<file path="src/rtl/mem_port_arbiter.sv">
// Round-robin arbiter sharing the SRAM read/write port between NUM_REQ requesters.
// Registers one command per cycle onto the active-low macro port and tags read returns.
module mem_port_arbiter #(
  parameter int NUM_REQ   = 2,
  parameter int WORD_SIZE = 32,
  parameter int NUM_WORDS = 1024,
  localparam int AW  = $clog2(NUM_WORDS),
  localparam int WMW = WORD_SIZE / 8,
  localparam int IDW = $clog2(NUM_REQ)
) (
  input  logic                         clk,
  input  logic                         rst,
  input  logic                         IN_stall,
  input  logic [NUM_REQ-1:0]           IN_valid,
  input  logic [NUM_REQ-1:0]           IN_we,
  input  logic [NUM_REQ*AW-1:0]        IN_addr,
  input  logic [NUM_REQ*WORD_SIZE-1:0] IN_data,
  input  logic [NUM_REQ*WMW-1:0]       IN_wm,
  output logic [NUM_REQ-1:0]           OUT_ready,
  output logic [NUM_REQ-1:0]           OUT_rvalid,
  output logic [WORD_SIZE-1:0]         OUT_rdata,
  output logic                         OUT_mem_nce,
  output logic                         OUT_mem_nwe,
  output logic [AW-1:0]                OUT_mem_addr,
  output logic [WORD_SIZE-1:0]         OUT_mem_data,
  output logic [WMW-1:0]               OUT_mem_wm,
  input  logic [WORD_SIZE-1:0]         IN_mem_data
);

  localparam logic [IDW:0] NREQ_W = (IDW+1)'(NUM_REQ);

  logic [AW-1:0]        addr_arr [NUM_REQ];
  logic [WORD_SIZE-1:0] data_arr [NUM_REQ];
  logic [WMW-1:0]       wm_arr   [NUM_REQ];

  genvar gi;
  generate
    for (gi = 0; gi < NUM_REQ; gi++) begin : g_unpack
      assign addr_arr[gi] = IN_addr[gi*AW +: AW];
      assign data_arr[gi] = IN_data[gi*WORD_SIZE +: WORD_SIZE];
      assign wm_arr[gi]   = IN_wm[gi*WMW +: WMW];
    end
  endgenerate

  logic [IDW-1:0] ptr_reg;
  logic [IDW-1:0] ptr_next;
  logic [IDW-1:0] gnt_id;
  logic           accept;
  logic           accept_we;
  logic [IDW:0]   cand_sum;

  // Search ptr, ptr+1, ... wrapping; the first valid requester wins.
  always_comb begin
    OUT_ready = '0;
    gnt_id    = '0;
    accept    = 1'b0;
    cand_sum  = '0;
    if (!IN_stall && !rst) begin
      for (int k = 0; k < NUM_REQ; k++) begin
        cand_sum = {1'b0, ptr_reg} + (IDW+1)'(k);
        if (cand_sum >= NREQ_W) cand_sum = cand_sum - NREQ_W;
        if (!accept && IN_valid[cand_sum[IDW-1:0]]) begin
          accept    = 1'b1;
          gnt_id    = cand_sum[IDW-1:0];
          OUT_ready[cand_sum[IDW-1:0]] = 1'b1;
        end
      end
    end
  end

  assign accept_we = IN_we[gnt_id];
  assign ptr_next  = (gnt_id == IDW'(NUM_REQ-1)) ? '0 : gnt_id + 1'b1;

  always_ff @(posedge clk or posedge rst) begin
    if (rst) begin
      ptr_reg      <= '0;
      OUT_mem_nce  <= 1'b1;
      OUT_mem_nwe  <= 1'b1;
      OUT_mem_addr <= '0;
      OUT_mem_data <= '0;
      OUT_mem_wm   <= '0;
    end else if (accept) begin
      ptr_reg      <= ptr_next;
      OUT_mem_nce  <= 1'b0;
      OUT_mem_nwe  <= ~accept_we;
      OUT_mem_addr <= addr_arr[gnt_id];
      OUT_mem_data <= data_arr[gnt_id];
      OUT_mem_wm   <= wm_arr[gnt_id];
    end else begin
      OUT_mem_nce  <= 1'b1;
      OUT_mem_nwe  <= 1'b1;
    end
  end

  // Three stages match the command register plus the macro's two internal edges.
  logic [2:0]     pipe_valid_reg;
  logic [IDW-1:0] pipe_id_reg [3];

  always_ff @(posedge clk or posedge rst) begin
    if (rst) begin
      pipe_valid_reg <= '0;
      for (int s = 0; s < 3; s++) pipe_id_reg[s] <= '0;
    end else begin
      pipe_valid_reg <= {pipe_valid_reg[1:0], accept & ~accept_we};
      pipe_id_reg[0] <= gnt_id;
      pipe_id_reg[1] <= pipe_id_reg[0];
      pipe_id_reg[2] <= pipe_id_reg[1];
    end
  end

  generate
    for (gi = 0; gi < NUM_REQ; gi++) begin : g_rvalid
      assign OUT_rvalid[gi] = pipe_valid_reg[2] && (pipe_id_reg[2] == IDW'(gi));
    end
  endgenerate

  assign OUT_rdata = IN_mem_data;

endmodule

</file>
<file path="config.mk">
export PLATFORM = sky130hd
export DESIGN_NAME = mem_port_arbiter
export DESIGN_NICKNAME = d
export VERILOG_FILES = /design/src/rtl/mem_port_arbiter.sv
export SDC_FILE = /design/constraint.sdc
export NUM_CORES = 1
export LEC_CHECK = 0
export BUFFER_PORTS_ARGS = -buffer_cell sky130_fd_sc_hd__buf_2
export CAP_MARGIN = 40
export CORE_ASPECT_RATIO = 2
export CORE_MARGIN = 3
export CORE_UTILIZATION = 32
export CTS_BUF_LIST = sky130_fd_sc_hd__clkbuf_8
export DETAILED_ROUTE_END_ITERATION = 12
export PLACE_DENSITY = 0.71
export SLEW_MARGIN = 40
export SYNTH_ARGS = -nofsm -noshare
export SYNTH_HDL_FRONTEND = slang
export SYNTH_SLANG_ARGS = --single-unit
export TNS_END_PERCENT = 1
</file>
<file path="constraint.sdc">
create_clock -name clk -period 2.5 [get_ports clk]
set_input_delay 0.5 -clock clk [delete_from_list [all_inputs] [get_ports clk]]
set_output_delay 0.5 -clock clk [all_outputs]
set_load 0.1 [all_outputs]
</file>
# Yosys cells after proc, flatten, opt, wreduce, memory -nomap -nowiden
# Cells that the tools add are included.
[totals]
mem_bits_ro = 0
memories = 0
register_bits = 55
latch_bits = 0
wordCells = 73
mem_bits_rw = 0
[classes]
eq_ne = 0
shift = 0
n_bitwise = 5
div = 0
n_reduce_logical = 9
n_mux = 37
mul = 0
n_addsub = 4
magnitude_cmp = 8
[op_table]
columns = ["op", "count"]
rows = [
  ["$mux W32", 3],
  ["$mux W10", 3],
  ["$mux W1", 22],
  ["$mux W4", 3],
  ["$mux W2", 4],
  ["$logic_and A1 B1 Y1", 6],
  ["$lt A1 B2 Y1 const B", 3],
  ["$ge A2 B2 Y1 const B", 2],
  ["$logic_not A1 Y1", 3],
  ["$add A1 B1 Y2 const B", 1],
  ["$demux W1 S1", 2],
  ["$ge A1 B1 Y1 const B", 2],
  ["$ge A1 B2 Y1 const B", 1],
  ["$not A1 Y1", 2],
  ["$not A1 Y2", 1],
  ["$or A2 B2 Y2", 1],
  ["$sub A1 B1 Y1 const B", 2],
  ["$add A1 B1 Y1 const B", 1],
  ["$and A1 B1 Y1", 1],
]

# Logic depth before layout (Yosys ltp)
[logic_depth]
depth_word = 15
ltp_mapped = 5
depth_no_buf = 3

# Least setup slack after synthesis
# Ideal clock, no wire load.
[synth_path]
path_kind = "input-to-output"
startpoint = "in IN_stall"
endpoint = "out OUT_ready[1]"
path_buffers = 2
arrival_ps = 1705
required_time_ps = 2000
cell_stages = 5
setup_slack_ps = 295
path_cell_list = "nor3b_4 -> nand2_1 -> buf_2 -> buf_6 -> inv_1"
[synth_via]
elab_chain_len = 3
[synth_rtl]
columns = ["item", "line_no", "rtl"]
rows = [
  ["start, declared", "13", "input logic IN_stall,"],
  ["$logic_not A1 Y1", "58", "if (!IN_stall && !rst) begin"],
  ["$logic_and A1 B1 Y1", "58", ""],
  ["$mux W2", "58", ""],
  ["end, declared", "19", "output logic [NUM_REQ-1:0] OUT_ready,"],
]
# No other way between the ends.

# Worst setup path in the final report
[layout_path]
startpoint = "in IN_stall"
endpoint = "out OUT_ready[0]"
# Same word-level chain as after synthesis.

==> impl_metrics.env <==
export IMPL_route_met3_wl_um=548
export IMPL_maxSlewHeadroom=0.619
export IMPL_drtAntennaViolNets=0
export IMPL_crit_family="buffers and inverters"
export IMPL_fmax_mhz=502
export IMPL_start_kind="input port"
export IMPL_grt_pass1_vias=2765
export IMPL_cts_setup_buffers=0
export IMPL_ys_ff_latch=55
export IMPL_worst_path_most_repeated_cell="buf_2"
export IMPL_arrival_ns=1.49
export IMPL_gr_usage_all_layers=0.172
export IMPL_cts_repair_resized=0
export IMPL_p_leak_nw=1.95
export IMPL_setup_viol=0
export IMPL_critical_path_peak_fanout=3
export IMPL_hp_class="in2async"
export IMPL_status="finished clean"
export IMPL_rows=49
export IMPL_dr_pass1_iters=4
export IMPL_tritoncts="yes"
export IMPL_ys_flop_type="dfrtp_1"
export IMPL_place_ws_ns=0.503
export IMPL_powerDensity_nw_per_um2=888
export IMPL_areaGrowthSynthToFinish_pct=24.7
export IMPL_synth_area_sq_um=2960
export IMPL_synth_top_area_frac=0.448
export IMPL_die_y_um=142
export IMPL_hold_buffers=0
export IMPL_top_layer="met4"
export IMPL_slew_violations=0
export IMPL_synth_edf_count=0
export IMPL_reg2reg_setup_slack_ns=1.01
export IMPL_critical_path_class="in2out"
export IMPL_drc=0
export IMPL_ir_worst_vdd_mv=0.324
export IMPL_tns_ns=0
export IMPL_largest_register="OUT_mem_data"
export IMPL_worstSkewPairLatency_ns=0.31
export IMPL_synth_async_sr_flop_share=1.00
export IMPL_wire_per_inst_um=18.7
export IMPL_crit_slowest_cell="buf_2"
export IMPL_worstMarginPinSlew_ns=0.572
export IMPL_num_antenna_cells=0
export IMPL_largest_reg_flops=32
export IMPL_finClkSkew_ns=0.00867
export IMPL_place_congestion=0.798
export IMPL_crit_required_ns=2.00
export IMPL_syn_inst=273
export IMPL_synth_top_area_cell="dfrtp_1"
export IMPL_worstReg2RegStart="ptr_reg$_DFFE_PP0P_"
export IMPL_end_kind="output port"
export IMPL_hold_violations=0
export IMPL_fin_crit_ns=1.99
export IMPL_ys_seq_area_frac=0.465
export IMPL_synth_common_cells="53 x dfrtp_1, 48 x and3_1, 46 x a221o_1, 46 x nor3b_1, 32 x buf_4"
export IMPL_cts_buffers=5
export IMPL_routed_via_density=5.53
export IMPL_synth_area_per_cell_sq_um=10.9
export IMPL_die_area_sq_um=10500
export IMPL_crit_buf_inv=2
export IMPL_grt_pass1_wl_um=14000
export IMPL_cts_root_buf="clkbuf_8"
export IMPL_core_area_sq_um=9010
export IMPL_r2r_end="OUT_mem_data[26]$_DFFE_PP0P_"
export IMPL_ios=215
export IMPL_port_buffers=150
export IMPL_reg2reg_depth=5
export IMPL_clock_path_buffers=2
export IMPL_antenna_found_initial=0
export IMPL_synth_cell_types=24
export IMPL_slowest_delay_ns=0.43
export IMPL_period_share=0.797
export IMPL_die_w_um=74.0
export IMPL_grt_max_degree=47
export IMPL_h_tree_depth=2
export IMPL_synthTopCellsByArea="dfrtp_1 45%, a221o_1 16%, nor3b_1 12%"
export IMPL_synth_most_common_cell="dfrtp_1"
export IMPL_cts_sinks=55
export IMPL_drtIter0Drc=139
export IMPL_wl_met1_um=3370
export IMPL_rsz0062_at_grt="no"
export IMPL_initial_core_util=0.329
export IMPL_top_regs="OUT_mem_data (32), OUT_mem_addr (10), OUT_mem_wm (4)"
export IMPL_clk_pin_slew_worst_paths_ns=0.10
export IMPL_syn_num_nets=404
export IMPL_vias=2672
export IMPL_fill_cells=886
export IMPL_fin_nets=511
export IMPL_fin_ws_ns=0.506
export IMPL_drv_cap=0
export IMPL_overflow=0
export IMPL_wl_met2_um=4760
export IMPL_wirelength_um=9050
export IMPL_dp_hpwl_um=6370
export IMPL_drive_above_1_share=0.462
export IMPL_fin_total_pwr_mw=3.28
export IMPL_crit_chain="buf_2, nor2_1, and3_1, buf_2"
export IMPL_yosys_warnings=0
==> power by group <==
| part | internal, mW | switching (mW) |
|---|---|---|
| logic | 0.317 | 1.32 |
| clock network | 0.224 | 0.300 |
| registers | 1.04 | 0.0804 |
==> kinds of logic (layout without fill, tap and decap cells) <==
family                 Yosys count  count (layout)  share of synthesized area
DFF                             55              55                      0.465
AOI/OAI and AO/OA               50              50                      0.165
and+or+nand+nor                104             104                      0.240
buffers and inverters           64             172                      0.130
==> worst max path at each step <==
stage               startpoint                     endpoint  cells after the start
global placement           rst  OUT_mem_data[8]$_DFFE_PP0P_                      4
floorplan             IN_stall                 OUT_ready[1]                      5
finish                IN_stall                 OUT_ready[0]                      4
detailed placement    IN_stall                 OUT_ready[0]                      4
CTS                   IN_stall                 OUT_ready[0]                      4
global route          IN_stall                 OUT_ready[0]                      4
==> routing by layer <==
metal	global-route usage	up-vias
met1	0.196	1328
met3	0.0240	28
met5	0	-
li1	-	1215
met4	0.0926	0
met2	0.299	101
==> cell type report <==
class	count	area, sq um	share of cell area
clock inverters	2	12.5	0.00339
repair buffers	161	861	0.233
well taps	102	128	0.0345
inverters	3	11.3	0.00305
clock buffers	6	82.6	0.0224
flip-flops and latches	55	1380	0.373
multi-input cells	154	1220	0.331
==> metrics by stage <==
| step | utilization | cells | hold slack [ns] | instance area, sq um |
|---|---|---|---|---|
| finish | 0.410 | 483 | 0.277 | 3690 |
| global route | 0.410 | 483 | 0.315 | 3690 |
| CTS | 0.410 | 483 | 0.284 | 3690 |
| detailed placement | 0.399 | 475 | 0.337 | 3600 |
| global placement | 0.399 | 475 | 0.332 | 3600 |
| floorplan | - | 273 | 0.331 | 2960 |
==> worst reg2reg max path, stage by stage (launching register included) <==
cell and delay, ns:
dfrtp_1 0.38, nand2b_1 0.13, buf_4 0.19, nand2_2 0.08, buf_4 0.24, a221o_1 0.36
==> layout by cell type (no fill, tap or decap), drive strengths merged <==
cell type  netlist  final
and2             1      1
o21bai           1      1
clkbuf          21      6
nand2            2      2
o21ai            1      1
dfstp            2      2
nand2b           1      1
a21o             1      1
inv              3      4
dfrtp           53     53
a221o           46     46
clkinv           0      1
nor3             1      1
nor2b            1      1
a21boi           1      1
nor2             2      2
nor3b           47     47
and3            48     48
buf             40    161
or2              1      1
Note: power is estimated with default switching activity, not from simulation.
